### src/rtl/core_pkg.sv
// rtl/core_pkg.sv - shared fetch-stage types, constants and helpers
package core_pkg;

  typedef enum logic [1:0] {
    BOOT = 2'd0,
    RUN  = 2'd1,
    HOLD = 2'd2
  } fetch_state_t;

  localparam logic [31:0] NOP_INSTR  = 32'h0000_0013;
  localparam int          PAIR_BYTES = 8;

  function automatic logic [31:0] pair_align(input logic [31:0] addr);
    return {addr[31:3], 3'b000};
  endfunction

endpackage

### src/rtl/fetch_unit_next_pc_sel.sv
// rtl/fetch_unit_next_pc_sel.sv - next-PC priority mux; predictor path enabled by FETCH_BP_EN
module next_pc_sel
  import core_pkg::*;
(
  input  logic [31:0] pc,
  input  logic        rsp_valid,
  input  logic        fetch_valid,
  input  logic        out_ready,
  input  logic        bp_take,
  input  logic [31:0] bp_target,
  input  logic        redirect_valid,
  input  logic [31:0] redirect_pc,
  output logic [31:0] next_pc
);

  logic        bp_hit;
  logic [31:0] seq_pc;

`ifdef FETCH_BP_EN
  assign bp_hit = fetch_valid & bp_take;
`else
  logic unused_bp;
  assign unused_bp = ^{bp_take, bp_target};
  assign bp_hit    = 1'b0;
`endif

  // Sequential flow always lands on the next aligned pair, dropping bit 2.
  assign seq_pc = pair_align(pc) + 32'(PAIR_BYTES);

  always_comb begin
    next_pc = seq_pc;
    if (redirect_valid) begin
      next_pc = redirect_pc;
    end else if (fetch_valid && !out_ready) begin
      next_pc = pc;
    end else if (bp_hit) begin
`ifdef FETCH_BP_EN
      next_pc = bp_target;
`else
      next_pc = seq_pc;
`endif
    end else if (!rsp_valid) begin
      next_pc = pc;
    end
  end

endmodule

### src/rtl/fetch_unit.sv
// rtl/fetch_unit.sv - instruction fetch stage feeding predictor and decode; FETCH_BP_EN enables predictor redirects
module fetch_unit
  import core_pkg::*;
#(
  parameter logic [31:0] RESET_PC = 32'h0000_0000
) (
  input  logic        clk,
  input  logic        rst_n,
  output logic [31:0] imem_addr,
  output logic        imem_req,
  input  logic        imem_gnt,
  input  logic [63:0] imem_rdata,
  output logic [31:0] instruction_low,
  output logic [31:0] instruction_high,
  output logic [31:0] delayed_pc,
  output logic        delayed_pc2,
  output logic        fetch_valid,
  input  logic        out_ready,
  input  logic        bp_take,
  input  logic [31:0] bp_target,
  input  logic        redirect_valid,
  input  logic [31:0] redirect_pc
);

  fetch_state_t state_q, state_d;
  logic [31:0]  pc_q, pc_d;
  logic         rsp_valid_q, rsp_valid_d;
  logic [31:0]  next_pc;

  // Request is live from the first cycle out of reset so BOOT issues RESET_PC.
  assign imem_req    = rst_n;
  assign fetch_valid = rsp_valid_q & (state_q != BOOT);

  assign delayed_pc       = pair_align(pc_q);
  assign delayed_pc2      = pc_q[2];
  assign imem_addr        = pair_align(next_pc);
  assign instruction_low  = fetch_valid ? imem_rdata[31:0]  : NOP_INSTR;
  assign instruction_high = fetch_valid ? imem_rdata[63:32] : NOP_INSTR;

  next_pc_sel u_next_pc_sel (
    .pc             (pc_q),
    .rsp_valid      (rsp_valid_q),
    .fetch_valid    (fetch_valid),
    .out_ready      (out_ready),
    .bp_take        (bp_take),
    .bp_target      (bp_target),
    .redirect_valid (redirect_valid),
    .redirect_pc    (redirect_pc),
    .next_pc        (next_pc)
  );

  always_comb begin
    pc_d        = next_pc;
    rsp_valid_d = imem_req & imem_gnt;
    state_d     = state_q;
    case (state_q)
      BOOT: state_d = RUN;
      RUN: begin
        if (!redirect_valid && fetch_valid && !out_ready) state_d = HOLD;
      end
      HOLD: begin
        if (redirect_valid || out_ready) state_d = RUN;
      end
      default: state_d = BOOT;
    endcase
  end

  always_ff @(posedge clk or negedge rst_n) begin
    if (!rst_n) begin
      state_q     <= BOOT;
      pc_q        <= RESET_PC;
      rsp_valid_q <= 1'b0;
    end else begin
      state_q     <= state_d;
      pc_q        <= pc_d;
      rsp_valid_q <= rsp_valid_d;
    end
  end

endmodule

### config.mk
export PLATFORM = sky130hd
export DESIGN_NAME = fetch_unit
export DESIGN_NICKNAME = d
export VERILOG_FILES = /design/src/rtl/core_pkg.sv /design/src/rtl/fetch_unit_next_pc_sel.sv /design/src/rtl/fetch_unit.sv
export SDC_FILE = /design/constraint.sdc
export NUM_CORES = 1
export LEC_CHECK = 0
export ABC_AREA = 1
export BUFFER_PORTS_ARGS = -buffer_cell sky130_fd_sc_hd__buf_2
export CORE_AREA = 3 3 102 104
export DETAILED_ROUTE_END_ITERATION = 10
export DIE_AREA = 0 0 105 107
export PLACE_DENSITY = 0.73
export RECOVER_POWER = 25
export SLEW_MARGIN = 20
export SYNTH_ARGS = -nofsm -noshare
export SYNTH_HDL_FRONTEND = slang
export SYNTH_SLANG_ARGS = --single-unit
### constraint.sdc
create_clock -name clk -period 1.7 [get_ports clk]
set_clock_uncertainty 0.05 [all_clocks]
set_input_delay 0.17 -clock clk [delete_from_list [all_inputs] [get_ports clk]]
set_output_delay 0.17 -clock clk [all_outputs]
set_load 0.01 [all_outputs]
==> After elaboration in Yosys (flattened, before gate mapping) <==
Cells that the tools add are included.
Widths: inputs -> output; s select.
{ "totals": {"memories": 0, "rom_bits": 0, "latchBits": 0, "input_bits": 134, "output_inout_bits": 131, "mem_bits_rw": 0, "register_bits": 35, "wordCells": 31} }
{ "classes": {"shifts": 0, "muxes": 8, "bitwise_logic": 2, "n_lt_le_gt_ge": 0, "addsub": 1, "n_eq_ne": 5, "div_mod_pow": 0, "multipliers": 0, "n_reduce_logical": 11} }
{ "ops": {"columns": ["cell", "count"], "rows": [
  ["$mux 32", 5],
  ["$add 32x4->32 const B", 1],
  ["$ne 2x2->1 const B", 3],
  ["$pmux 2 s3", 1],
  ["$mux 2", 2],
  ["$reduce_and 2->1", 2],
  ["$reduce_bool 2->1", 2],
  ["$logic_and 1x1->1", 3],
  ["$and 1x1->1", 2],
  ["$eq 2x1->1 const B", 1],
  ["$eq 2x2->1 const B", 1],
  ["$logic_not 1->1", 2],
  ["$logic_not 2->1", 1],
  ["$logic_or 1x1->1", 1]
]} }

==> Logic depth before layout (Yosys ltp) <==
{ "logic_depth": {"word_depth": 6, "depth_mapped": 10, "mapped_depth_nobuf": 9} }

==> Modules after synthesis <==
A second synthesis with hierarchy kept.
{ "hier_totals": {"cells_unflattened": 514, "area_unflattened_um2": 3075.4} }
{ "modules_own_cells": {"columns": ["mod", "area_each_um2", "cells_per_inst", "instances", "seq_area_each_um2"], "rows": [
  ["fetch_unit", 1732.9, 221, 1, 875.8],
  ["next_pc_sel", 1342.5, 293, 1, 0.0]
]} }

==> Worst setup path after synthesis <==
OpenSTA, ideal clock, no wires.
{ "synth_path": {"path_kind": "flip-flop to output port", "start": "reg pc_q[3]", "end": "out imem_addr[21]", "stages_incl_launch_ff": 10, "arrival_time_ns": 1.590, "path_buffers": 1, "required_time_ns": 1.480, "path_slack_ns": -0.110, "cell_sequence": "dfrtp_1 -> ha_1 -> inv_1 -> nor2_1 -> nand3_1 -> nor2_2 -> nand3_1 -> nand3_1 -> nand2_1 -> buf_4"} }
{ "synth_between": {"elab_chain_len": 4} }
{ "synth_lines": {"columns": ["element", "line_no", "rtl"], "rows": [
  ["from (decl)", "fetch_unit.sv:26", "logic [31:0] pc_q, pc_d;"],
  ["from (signal assigned)", "fetch_unit.sv:75", "pc_q <= pc_d;"],
  ["$add 32x4->32", "fetch_unit_next_pc_sel.sv:28", "assign seq_pc = pair_align(pc) + 32'(PAIR_BYTES);"],
  ["$mux 32", "fetch_unit_next_pc_sel.sv:42", "end else if (!rsp_valid) begin"],
  ["$mux 32", "fetch_unit_next_pc_sel.sv:34", "end else if (fetch_valid && !out_ready) begin"],
  ["$mux 32", "fetch_unit_next_pc_sel.sv:32", "if (redirect_valid) begin"],
  ["to (decl)", "fetch_unit.sv:9", "output logic [31:0] imem_addr,"]
]} }
Every way passes these cells. The select of a mux whose other input is x is not followed.

==> Worst setup path after layout <==
{ "layout_path": {"start": "reg rsp_valid_q", "end": "out instruction_low[21]"} }
{ "layout_between": {"elab_chain_len": 2} }
{ "layout_lines": {"columns": ["element", "line_no", "rtl"], "rows": [
  ["from (decl)", "fetch_unit.sv:27", "logic rsp_valid_q, rsp_valid_d;"],
  ["from (signal assigned)", "fetch_unit.sv:76", "rsp_valid_q <= rsp_valid_d;"],
  ["$and 1x1->1", "fetch_unit.sv:32", "assign fetch_valid = rsp_valid_q & (state_q != BOOT);"],
  ["$mux 32", "fetch_unit.sv:37", "assign instruction_low = fetch_valid ? imem_rdata[31:0] : NOP_INSTR;"],
  ["to (decl)", "fetch_unit.sv:13", "output logic [31:0] instruction_low,"]
]} }
Every way passes these cells.

==> metrics.md <==
| Metric | Value |
|---|---|
| Initial core utilization | `30.63%` |
| Worst Max-Slew Pin Slew | `0.7344 ns` |
| Drt pass-1 iters | `4` |
| GRT overflow | `0` |
| Max Slew Vio Count | `0` |
| Worst EP arrival | `1.82 ns` |
| H-tree Lvls | `2` |
| Antenna viol nets, final | `0` |
| Critical Path Slowest Stage Cell | `dfrtp_2` |
| Outcome | `complete, but fails checks` |
| Layout cells sized above 1 | `54.92%` |
| Area growth, synth to finish | `93.60%` |
| Largest net degree at the start of global routing | `35` |
| Fin cells | `905` |
| Total track usage | `19.54%` |
| Worst Path Buf+Inv | `6` |
| # nets final | `907` |
| Via count | `4122` |
| DRC viols | `0` |
| HP Start | `imem_gnt` |
| Final Hold Viols | `0` |
| Achievable frequency | `489.4 MHz` |
| Core Region | `9639 sq um` |
| CTS tree | `yes` |
| Post-Synthesis Cell Area | `2953 sq um` |
| CTS sink cnt | `33` |
| CTS max path bufs | `2` |
| Max Cap Viol | `0` |
| Final worst-path cycle share | `120.2%` |
| Latest clock arrival within the worst-skew pair | `0.29 ns` |
| Height of the die | `107 microns` |
| Detailed Route Iter0 Violations | `179` |
| Setup WS post-layout | `-0.3435 ns` |
| Flop2flop setup slack | `-0.21 ns` |
| Core Util, Final | `59.31%` |
| Final Wtd Congestion | `0.8966` |
| Sequential-to-total area share from yosys stat | `27.97%` |
| Placed cell count | `857` |
| Worst R2R End | `pc_q[8]$_DFF_PN0_` |
| Worst r2r path cells | `11` |
| Slew margin rel. | `51.04%` |
| Slowest stage delay, CP | `0.46 ns` |
| Period minus WS final | `2.044 ns` |
| DR WL/cell | `15.14 microns` |
| Mapped Cells | `509` |
| CTS root buf | `clkbuf_8` |
| Hold worst-path end | `rsp_valid_q$_DFF_PN0_` |
| Critical Path End Type | `primary output` |
| Hold Path Stages | `3` |
| Static Leakage | `0.003104 uW` |
| Final instance area | `5717 sq um` |
| Worst Path Required | `1.48 ns` |
| Cell Chain, Critical Path | `clkinv_4 -> buf_12 -> nor2_4 -> buf_6 -> inv_8 -> clkbuf_16 -> nor2_2 -> buf_2` |
| Die Wd | `105 microns` |
| Number of setup violations in the final report | `97` |
| Worst VDD drop | `0.4308 mV` |
| CTS buffer count | `5` |
| Row count | `36` |
| Global-route wire length before repair | `17730 microns` |
| FF+latch count, synth | `33` |
| Setup repair after global routing missed its margin | `true` |
| Worst r2r src | `rsp_valid_q$_DFF_PN0_` |
| Clk slew on worst S/H paths | `0.07 ns` |
| Hold Path Class | `in2reg` |
| Critical path launch point type | `flop` |
| Power density over the cells | `636.2 nW/um^2` |
| Hold WS | `0.02438 ns` |
| Antenna violations before repair | `0` |
| Number of diodes | `0` |
| Pre-CTS setup slack | `-0.07053 ns` |
| Routed WL | `13710 microns` |
| CP max FO | `8` |
| Violated checks | `negative setup slack` |
| Area post-placement | `4252 sq um` |
| Setup Crit Path Kind | `reg2out` |
| # IOs | `265` |
| Largest delay contributor family on the critical path | `buffers and inverters` |
| Drt via density | `4.555` |
| IO Port Bufs | `223` |
| Vias in the first global route | `3499` |
| Placed wire-length estimate | `9022 microns` |
| Yosys cell types | `27` |
| Full die area | `11240 sq um` |
| Yosys warns | `0` |
| Syn_area_per_cell | `5.801 sq um` |
-- how the worst max path moves through the flow --
stage / startpoint / endpoint / depth (start not counted)
after detailed placement: pc_q[10]$_DFF_PN0_ / imem_addr[25] / 9
after global routing: pc_q[3]$_DFF_PN0_ / imem_addr[29] / 10
after CTS: pc_q[4]$_DFF_PN0_ / imem_addr[27] / 10
after global placement: pc_q[10]$_DFF_PN0_ / imem_addr[21] / 9
after floorplan: pc_q[3]$_DFF_PN0_ / imem_addr[21] / 9
final: rsp_valid_q$_DFF_PN0_ / instruction_low[21] / 8
-- area by class of cell --
| type | instances | area [sq um] |
|---|---|---|
| fill | 856 | 3923 |
| inverter | 95 | 369.1 |
| multi-input combinational | 338 | 2046 |
| tap | 133 | 166.4 |
| sequential | 33 | 833.3 |
| clock buffer | 7 | 86.33 |
| timing repair buffer | 296 | 2190 |
| timing repair inverter | 3 | 26.28 |
-- synthesized netlist by cell type --
master / number / share of area, %
nand2_1: 140 / 18
nor2_1: 99 / 13
inv_1: 92 / 12
nand3_1: 50 / 8.5
buf_4: 36 / 9.2
dfrtp_1: 33 / 28
clkbuf_1: 10 / 1.3
o21bai_1: 7 / 1.8
or2_2: 6 / 1.3
a21oi_1: 5 / 0.85
nor2_2: 5 / 1.1
nand4_1: 4 / 0.85
o21ai_0: 4 / 0.68
inv_2: 3 / 0.38
and2_1: 2 / 0.42
nor2_4: 2 / 0.76
a21o_1: 1 / 0.25
a21oi_4: 1 / 0.55
buf_1: 1 / 0.13
buf_6: 1 / 0.38
conb_1: 1 / 0.13
ha_1: 1 / 0.42
nand2_2: 1 / 0.21
nor3_2: 1 / 0.34
nor4_1: 1 / 0.21
o21ai_1: 1 / 0.17
or2_0: 1 / 0.21
-- what timing repair did --
action / in CTS / in global routing
endpoints found under the setup margin: 93 / 98
pin swaps: 28 / 34
gates cloned: 2 / 3
hold buffers: 1 / 0
resized for setup: 64 / 203
hold endpoints to repair: 7 / 0
buffers inserted: 23 / 15
-- worst reg2reg max path, cell delays in order, from the launching register on --
cell and delay (ns):
dfrtp_2 0.46, clkinv_4 0.12, a21oi_4 0.20, nand2_4 0.11
inv_4 0.09, nand3_1 0.08, nand3_1 0.13, nand2_2 0.09
buf_4 0.14, buf_4 0.12, buf_4 0.12, buf_4 0.11
-- registers in the layout, indices dropped and copies added, names as in the netlist --
name,flops
state_q,2
pc_q,30
rsp_valid_q,1
-- metrics by stage --
step	power [uW]	TNS (ns)
final	3637	-25.02
after global routing	3841	-34.04
after CTS	3093	-13.43
after detailed placement	2241	-0.6567
after global placement	2229	-0.4206
after floorplan	1674	-0.02806
-- cell families after synthesis --
kind of cell,synth area share [%]
AOI/OAI and AO/OA,4.280
adders and majority gates,0.4237
other,0.1270
and+or+nand+nor,44.20
buffers and inverters,23.01
DFF,27.97
-- routing by layer --
| metal | track usage, % | routed length [microns] | up-vias |
|---|---|---|---|
| li1 | - | - | 2005 |
| met1 | 22.34 | 4988 | 1889 |
| met2 | 37.76 | 7267 | 191 |
| met3 | 3.371 | 937 | 37 |
| met4 | 4.217 | 512 | 0 |
| met5 | 0 | 0 | - |
-- where the power goes --
group / switching [uW] / internal (uW)
clock: 296 / 322
combinational: 1060 / 975
sequential: 108 / 878
-- cell usage in the layout (no fill, tap or decap), drive strengths merged --
cell type	n
o21bai	7
nor2	106
clkinv	2
nand4	4
buf	290
a21o	1
nor3	1
clkinvlp	2
nand2	141
a21oi	6
or2	7
clkbuf	12
o21ai	5
dlygate4sd3	1
ha	1
inv	94
nor4	1
conb	6
and2	2
dfrtp	33
nand3	50
Power figures use the tool's default switching activity.
